`src/rtl/types_pkg.sv`:
```
// Shared types for the calculator engine: operation modes, FSM states and the 16-bit word alias.
package types_pkg;

  localparam int WORD_W = 16;

  typedef logic [WORD_W-1:0] word_t;

  typedef enum logic [2:0] {
    MODE_ADD,
    MODE_SUB,
    MODE_MUL,
    MODE_AND,
    MODE_OR,
    MODE_XOR,
    MODE_SHL,
    MODE_SHR
  } opr_mode_t;

  typedef enum logic {
    ST_IDLE,
    ST_MUL
  } calc_state_t;

endpackage

```
`src/rtl/btn_debounce.sv`:
```
// Push-button conditioner: 2-flop synchroniser, stable-sample debouncer, registered rising-edge pulse.
// A level held for DEBOUNCE_CYCLES samples yields its pulse DEBOUNCE_CYCLES+2 clocks after the input settles.
module btn_debounce #(
  parameter int DEBOUNCE_CYCLES = 16
) (
  input  logic clk,
  input  logic rst,
  input  logic btn_in,
  output logic level,
  output logic rise_pulse
);

  localparam int CW = $clog2(DEBOUNCE_CYCLES);

  logic          sync1_q, sync2_q;
  logic          level_q, level_d;
  logic          pulse_q, pulse_d;
  logic [CW-1:0] cnt_q, cnt_d;

  // The counter only runs while the synchronised sample disagrees with the accepted level.
  always_comb begin
    cnt_d   = cnt_q;
    level_d = level_q;
    pulse_d = 1'b0;
    if (sync2_q == level_q) begin
      cnt_d = '0;
    end else if (cnt_q == CW'(DEBOUNCE_CYCLES - 1)) begin
      cnt_d   = '0;
      level_d = sync2_q;
      pulse_d = sync2_q;
    end else begin
      cnt_d = cnt_q + 1'b1;
    end
  end

  always_ff @(posedge clk or negedge rst) begin
    if (!rst) begin
      sync1_q <= 1'b0;
      sync2_q <= 1'b0;
      level_q <= 1'b0;
      pulse_q <= 1'b0;
      cnt_q   <= '0;
    end else begin
      sync1_q <= btn_in;
      sync2_q <= sync1_q;
      level_q <= level_d;
      pulse_q <= pulse_d;
      cnt_q   <= cnt_d;
    end
  end

  assign level      = level_q;
  assign rise_pulse = pulse_q;

endmodule

```
`src/rtl/calc_engine.sv`:
```
// Button-driven calculator: debounced operand/mode controls, single-cycle ALU and a BITS-cycle shift-add multiply.
// Results land on LED the edge after BTNC (or after the multiply completes); buttons are ignored while BUSY.
module calc_engine
  import types_pkg::*;
#(
  parameter int BITS            = 16,
  parameter int DEBOUNCE_CYCLES = 16
) (
  input  logic            clk,
  input  logic            rst,
  input  logic [BITS-1:0] SW,
  input  logic            BTNC,
  input  logic            BTNU,
  input  logic            BTND,
  input  logic            BTNL,
  input  logic            BTNR,
  output logic [BITS-1:0] LED,
  output opr_mode_t       MODE,
  output logic            BUSY,
  output logic            OVF
);

  localparam int SH_W = $clog2(BITS);

  logic [4:0] btn_raw;
  logic [4:0] btn_pulse;
  logic [4:0] btn_level_unused;

  assign btn_raw = {BTNR, BTNL, BTND, BTNU, BTNC};

  for (genvar i = 0; i < 5; i++) begin : g_btn
    btn_debounce #(.DEBOUNCE_CYCLES(DEBOUNCE_CYCLES)) u_btn (
      .clk       (clk),
      .rst       (rst),
      .btn_in    (btn_raw[i]),
      .level     (btn_level_unused[i]),
      .rise_pulse(btn_pulse[i])
    );
  end

  logic c_p, u_p, d_p, l_p, r_p;
  assign {r_p, l_p, d_p, u_p, c_p} = btn_pulse;

  calc_state_t       state_q, state_d;
  opr_mode_t         mode_q, mode_d;
  logic [BITS-1:0]   a_q, a_d, b_q, b_d;
  logic [BITS-1:0]   led_q, led_d;
  logic              ovf_q, ovf_d;
  logic              busy_q, busy_d;
  logic [2*BITS-1:0] mcand_q, mcand_d;
  logic [2*BITS-1:0] prod_q, prod_d;
  logic [BITS-1:0]   mplier_q, mplier_d;
  logic [SH_W-1:0]   step_q, step_d;

  logic [SH_W-1:0]   sh_amt;
  logic [BITS:0]     add_full;
  logic [2*BITS-1:0] shl_full, shr_full, prod_nxt;
  logic [BITS-1:0]   alu_res;
  logic              alu_ovf;

  assign sh_amt   = b_q[SH_W-1:0];
  assign add_full = {1'b0, a_q} + {1'b0, b_q};
  // Shifts run in a double-width window so the bits falling off the end can be inspected.
  assign shl_full = {{BITS{1'b0}}, a_q} << sh_amt;
  assign shr_full = {a_q, {BITS{1'b0}}} >> sh_amt;
  assign prod_nxt = mplier_q[0] ? (prod_q + mcand_q) : prod_q;

  always_comb begin
    alu_res = '0;
    alu_ovf = 1'b0;
    case (mode_q)
      MODE_ADD: begin
        alu_res = add_full[BITS-1:0];
        alu_ovf = add_full[BITS];
      end
      MODE_SUB: begin
        alu_res = a_q - b_q;
        alu_ovf = (a_q < b_q);
      end
      MODE_AND: alu_res = a_q & b_q;
      MODE_OR:  alu_res = a_q | b_q;
      MODE_XOR: alu_res = a_q ^ b_q;
      MODE_SHL: begin
        alu_res = shl_full[BITS-1:0];
        alu_ovf = |shl_full[2*BITS-1:BITS];
      end
      MODE_SHR: begin
        alu_res = shr_full[2*BITS-1:BITS];
        alu_ovf = |shr_full[BITS-1:0];
      end
      default: ;
    endcase
  end

  always_comb begin
    state_d  = state_q;
    mode_d   = mode_q;
    a_d      = a_q;
    b_d      = b_q;
    led_d    = led_q;
    ovf_d    = ovf_q;
    busy_d   = busy_q;
    mcand_d  = mcand_q;
    prod_d   = prod_q;
    mplier_d = mplier_q;
    step_d   = step_q;
    if (state_q == ST_IDLE) begin
      if (l_p) a_d = SW;
      if (r_p) b_d = SW;
      if (u_p && !d_p) mode_d = opr_mode_t'(mode_q + 3'd1);
      if (d_p && !u_p) mode_d = opr_mode_t'(mode_q - 3'd1);
      // Execution sees the operands and mode as they were before this cycle's loads.
      if (c_p) begin
        if (mode_q == MODE_MUL) begin
          state_d  = ST_MUL;
          busy_d   = 1'b1;
          mcand_d  = {{BITS{1'b0}}, a_q};
          mplier_d = b_q;
          prod_d   = '0;
          step_d   = '0;
        end else begin
          led_d = alu_res;
          ovf_d = alu_ovf;
        end
      end
    end else begin
      prod_d   = prod_nxt;
      mcand_d  = mcand_q << 1;
      mplier_d = mplier_q >> 1;
      step_d   = step_q + 1'b1;
      if (step_q == SH_W'(BITS - 1)) begin
        state_d = ST_IDLE;
        busy_d  = 1'b0;
        led_d   = prod_nxt[BITS-1:0];
        ovf_d   = |prod_nxt[2*BITS-1:BITS];
      end
    end
  end

  always_ff @(posedge clk or negedge rst) begin
    if (!rst) begin
      state_q  <= ST_IDLE;
      mode_q   <= MODE_ADD;
      a_q      <= '0;
      b_q      <= '0;
      led_q    <= '0;
      ovf_q    <= 1'b0;
      busy_q   <= 1'b0;
      mcand_q  <= '0;
      prod_q   <= '0;
      mplier_q <= '0;
      step_q   <= '0;
    end else begin
      state_q  <= state_d;
      mode_q   <= mode_d;
      a_q      <= a_d;
      b_q      <= b_d;
      led_q    <= led_d;
      ovf_q    <= ovf_d;
      busy_q   <= busy_d;
      mcand_q  <= mcand_d;
      prod_q   <= prod_d;
      mplier_q <= mplier_d;
      step_q   <= step_d;
    end
  end

  assign LED  = led_q;
  assign MODE = mode_q;
  assign BUSY = busy_q;
  assign OVF  = ovf_q;

endmodule

```
`config.mk`:
```
export PLATFORM = sky130hd
export DESIGN_NAME = calc_engine
export DESIGN_NICKNAME = d
export VERILOG_FILES = /design/src/rtl/types_pkg.sv /design/src/rtl/btn_debounce.sv /design/src/rtl/calc_engine.sv
export SDC_FILE = /design/constraint.sdc
export NUM_CORES = 1
export LEC_CHECK = 0
export ABC_AREA = 1
export BUFFER_PORTS_ARGS = -buffer_cell sky130_fd_sc_hd__clkbuf_2
export CAP_MARGIN = 10
export CELL_PAD_IN_SITES_DETAIL_PLACEMENT = 0
export CELL_PAD_IN_SITES_GLOBAL_PLACEMENT = 2
export CORE_MARGIN = 5
export CORE_UTILIZATION = 39
export DETAILED_ROUTE_END_ITERATION = 12
export PLACE_DENSITY = 0.95
export SYNTH_ARGS = -nofsm -noshare
export SYNTH_HDL_FRONTEND = slang
export SYNTH_SLANG_ARGS = --single-unit
```
`constraint.sdc`:
```
create_clock -name clk -period 7.5 [get_ports clk]
set_input_delay 0.375 -clock clk [delete_from_list [all_inputs] [get_ports clk]]
set_output_delay 0.375 -clock clk [all_outputs]
set_load 0.01 [all_outputs]
```
==> results by group <==
Route
  – Initial drt markers: roughly 1100
  – # DRC: 0
  – Wire length per cell: ~19 um
  – Drt pass-1 iters: 5
  – Routed vias/inst: ~5.3
  – WL final: roughly 46000 um
  – DR vias: between 10000 and 15000
  – Post-route ant nets: 0

Place
  – Placed instance area: ~0.014 mm2
  – IO Port Bufs: between 40 and 50
  – Placer Congestion: a little under 1
  – Final HPWL from detailed placement: about 36000 um

Die
  – Row count: between 60 and 70
  – Die height: a little under 200 um
  – Core Area: 0.03437 mm2
  – Initial core utilization: 0.3937
  – Num ports: between 40 and 50
  – Die footprint: around 0.039 mm2
  – Overall die width: 196.3 um

Global routing
  – M3 GR Usage: 0.03881
  – Gr busiest metal: met2
  – GRT Total Usage: 0.2410
  – Initial antenna violation count: 1
  – Number of global-route vias before repair: 12460
  – Gr ovfl total: 0
  – GRT met1 Usage: 0.3597
  – Largest net degree at the start of global routing: about 120
  – First-pass GRT wire length: approximately 73000 um
  – GR Util met2: 0.3646

Synth
  – Synth top area share: 0.3292
  – Yosys reg bits: around 180
  – Post-synth design cell area: about 0.014 mm2
  – Distinct cells, synth: between 50 and 60
  – Most used DFF post-synth: dfrtp_1
  – Leading area contributor after synthesis: dfrtp_1
  – Sequential share of the synthesized area: 0.3292
  – Top post-synthesis cells by area: dfrtp_1, nand2_1, ha_1
  – Synth Net Count: between 2000 and 2500
  – Gate Count Post-Synth: approximately 2000
  – Yosys warning total: 0
  – EDFF count, synth: 0
  – Share of async-settable or async-resettable flops after synthesis: 1.000
  – Avg Inst Size Synth: 6.793 um2

Clock network
  – CTS root buf: clkbuf_16
  – CTS tree: done
  – CTS sink cnt: between 150 and 200
  – Clk buf depth: 2
  – CTS buffer count: 17
  – CTS H-Tree Depth: 4
  – Clk_lat worst skew: ~0.45 ns
  – Hold Buf Count CTS: 0
  – Post-CTS Setup Inserts: 0
  – CTS clock-pin slew for the worst setup and hold paths: ~0.080 ns
  – Post_cts resized: 0

Job
  – MaxCap Viol Count: 0

Outcome
  – Status: finished clean

Power
  – Switching pwr: about 0.48 mW
  – Power share of the clock group: 0.482
  – Total internal power: ~1.5 mW
  – Seq pwr share: 0.493
  – Sw Ratio: 0.2436
  – Pwr/cell area: approximately 140 mW/mm2
  – Gate power share: 0.025
  – Worst vdd ir: about 0.00018 V
  – P_leak: 7.861 nW

Worst setup path
  – Worst Setup Start Kind: flip-flop
  – Critical path class: flip-flop to flip-flop
  – Reg2reg path depth: 17
  – Worst setup EP type: flip-flop
  – Max FO, Critical Path: 34
  – Worst EP required: 7.83 ns
  – WP data arrival: 4.08 ns

STA
  – Pin slew with the least headroom to its limit: ~1.1 ns
  – Slew Limit Fails: 0
  – Max frequency: approximately 270 MHz
  – # setup viols final: 0
  – Final Hold Fails: 0
  – Final period utilization: 0.4995
  – RSZ-0062 raised after global routing: no
  – Final min period: 3.747 ns
  – Fin Setup TNS: 0 ns
  – Setup Skew: 0.01395 ns
  – Tightest slew margin relative to the limit: 0.2489

Min path
  – Worst hold path class: primary input to flip-flop
  – Worst hold stages: 1

Layout
  – Design Area, Final: roughly 0.015 mm2
  – Area delta synth->final: 8.100%
  – Multi-input logic area: around 0.0076 mm2
  – Register area: 0.004454 mm2
  – Commonest non-fill, non-tap cell in the layout: nand2_1
  – ANT cells: 0
  – Most frequent cells in the layout: nand2_1, inv_1, nor2_1
  – Layout cell share with drive strength beyond 1: 0.06387
  – Fillers: about 3700
  – Final #Nets: ~2100
[state kept, by name, summed over array words and instances, names as in the netlist, 16 cells and up]
register	flops
prod_q	32
LED	16
a_q	16
mcand_q	32
mplier_q	16
b_q	16
g_btn.u_btn.cnt_q	20
[stage by stage]
| step | instances | utilization | total power [mW] | hold slack [ns] | setup slack (ns) |
|---|---|---|---|---|---|
| floorplan | 1992 | - | 1.011 | 0.07941 | 5.093 |
| global placement | 2428 | 0.4079 | 1.043 | 0.3319 | 3.924 |
| detailed placement | 2428 | 0.4079 | 1.044 | 0.3426 | 3.876 |
| CTS | 2459 | 0.4256 | 1.999 | 0.006313 | 3.862 |
| global route | 2459 | 0.4256 | 2.045 | 0.01106 | 3.403 |
| finish | 2459 | 0.4256 | 1.976 | 0.02028 | 3.753 |
[final timing paths]
kind	to	from	slack [ns]
max in group asynchronous	mplier_q[14]$_DFFE_PN0P_	rst	6.04
setup reg to reg	LED[11]$_DFFE_PN0P_	b_q[2]$_DFFE_PN0P_	3.75
setup / recovery	LED[11]$_DFFE_PN0P_	b_q[2]$_DFFE_PN0P_	3.75
hold reg to reg	g_btn[2].u_btn.sync2_q$_DFF_PN0_	g_btn[2].u_btn.sync1_q$_DFF_PN0_	0.35
min in group asynchronous	prod_q[27]$_DFFE_PN0P_	rst	0.07
hold / removal	g_btn[1].u_btn.sync1_q$_DFF_PN0_	BTNU	0.02
[critical path, stage by stage, from the launching register on]
cell	delay [ns]
dfrtp_1	1.03
inv_2	0.45
ha_1	0.60
inv_2	0.08
a21oi_2	0.12
nand2_1	0.09
a21oi_1	0.25
inv_1	0.14
nand2_1	0.10
nand2_2	0.09
a21oi_1	0.18
nand2_1	0.07
nand3_1	0.09
nand3_1	0.07
nand2_1	0.08
nand2_1	0.06
nand2_1	0.06
nand2_1	0.06
[cells in the mapped netlist (4+ instances only)]
master	instances
nand3_1	104
nor4_1	4
nor2_2	5
o21ai_0	123
a221oi_1	10
or2_2	7
xor2_1	8
o211ai_1	11
nor3_1	12
inv_1	297
xnor2_1	8
a211oi_1	6
nand2_2	9
dfrtp_1	178
a31oi_1	16
a22o_1	9
nor2_1	180
mux2i_1	8
and2_1	4
ha_1	94
a21oi_1	95
o221ai_1	7
o21ai_1	25
buf_6	8
o22ai_1	56
inv_2	6
nand2_1	578
o21a_1	7
o2111ai_1	4
buf_2	17
buf_4	5
o21bai_1	5
nand4_1	13
clkbuf_1	36
nand3_2	7
[layout make-up]
| class | count | share of cell area |
|---|---|---|
| Inverter | 305 | 0.07827 |
| Clock inverter | 13 | 0.01155 |
| Timing Repair Buffer | 50 | 0.01890 |
| Clock buffer | 18 | 0.03002 |
| Tap cell | 455 | 0.03892 |
| Sequential cell | 178 | 0.3045 |
| Multi-Input combinational cell | 1440 | 0.5178 |
[kinds of logic after synthesis]
logic type | share of synthesized area
and+or+nand+nor | 0.2830
AOI/OAI and AO/OA | 0.1689
buffers and inverters | 0.1112
DFF | 0.3292
adders and majority gates | 0.09135
xor gates and xnor gates | 0.01036
muxes | 0.005918
[per-layer routing]
layer,vias to the layer above,part of all wire
met5,-,0.00028
met4,2,0.019
met3,51,0.055
met2,328,0.44
met1,6146,0.49
li1,6447,-
[power groups by stage]
stage	registers [mW]	logic [mW]	clock network, mW
finish	0.974	0.0485	0.953
global route	0.975	0.0586	1.01
CTS	0.974	0.0509	0.973
detailed placement	0.993	0.0507	0
global placement	0.993	0.0496	0
floorplan	0.992	0.0190	0
Power figures use the tool's default switching activity.
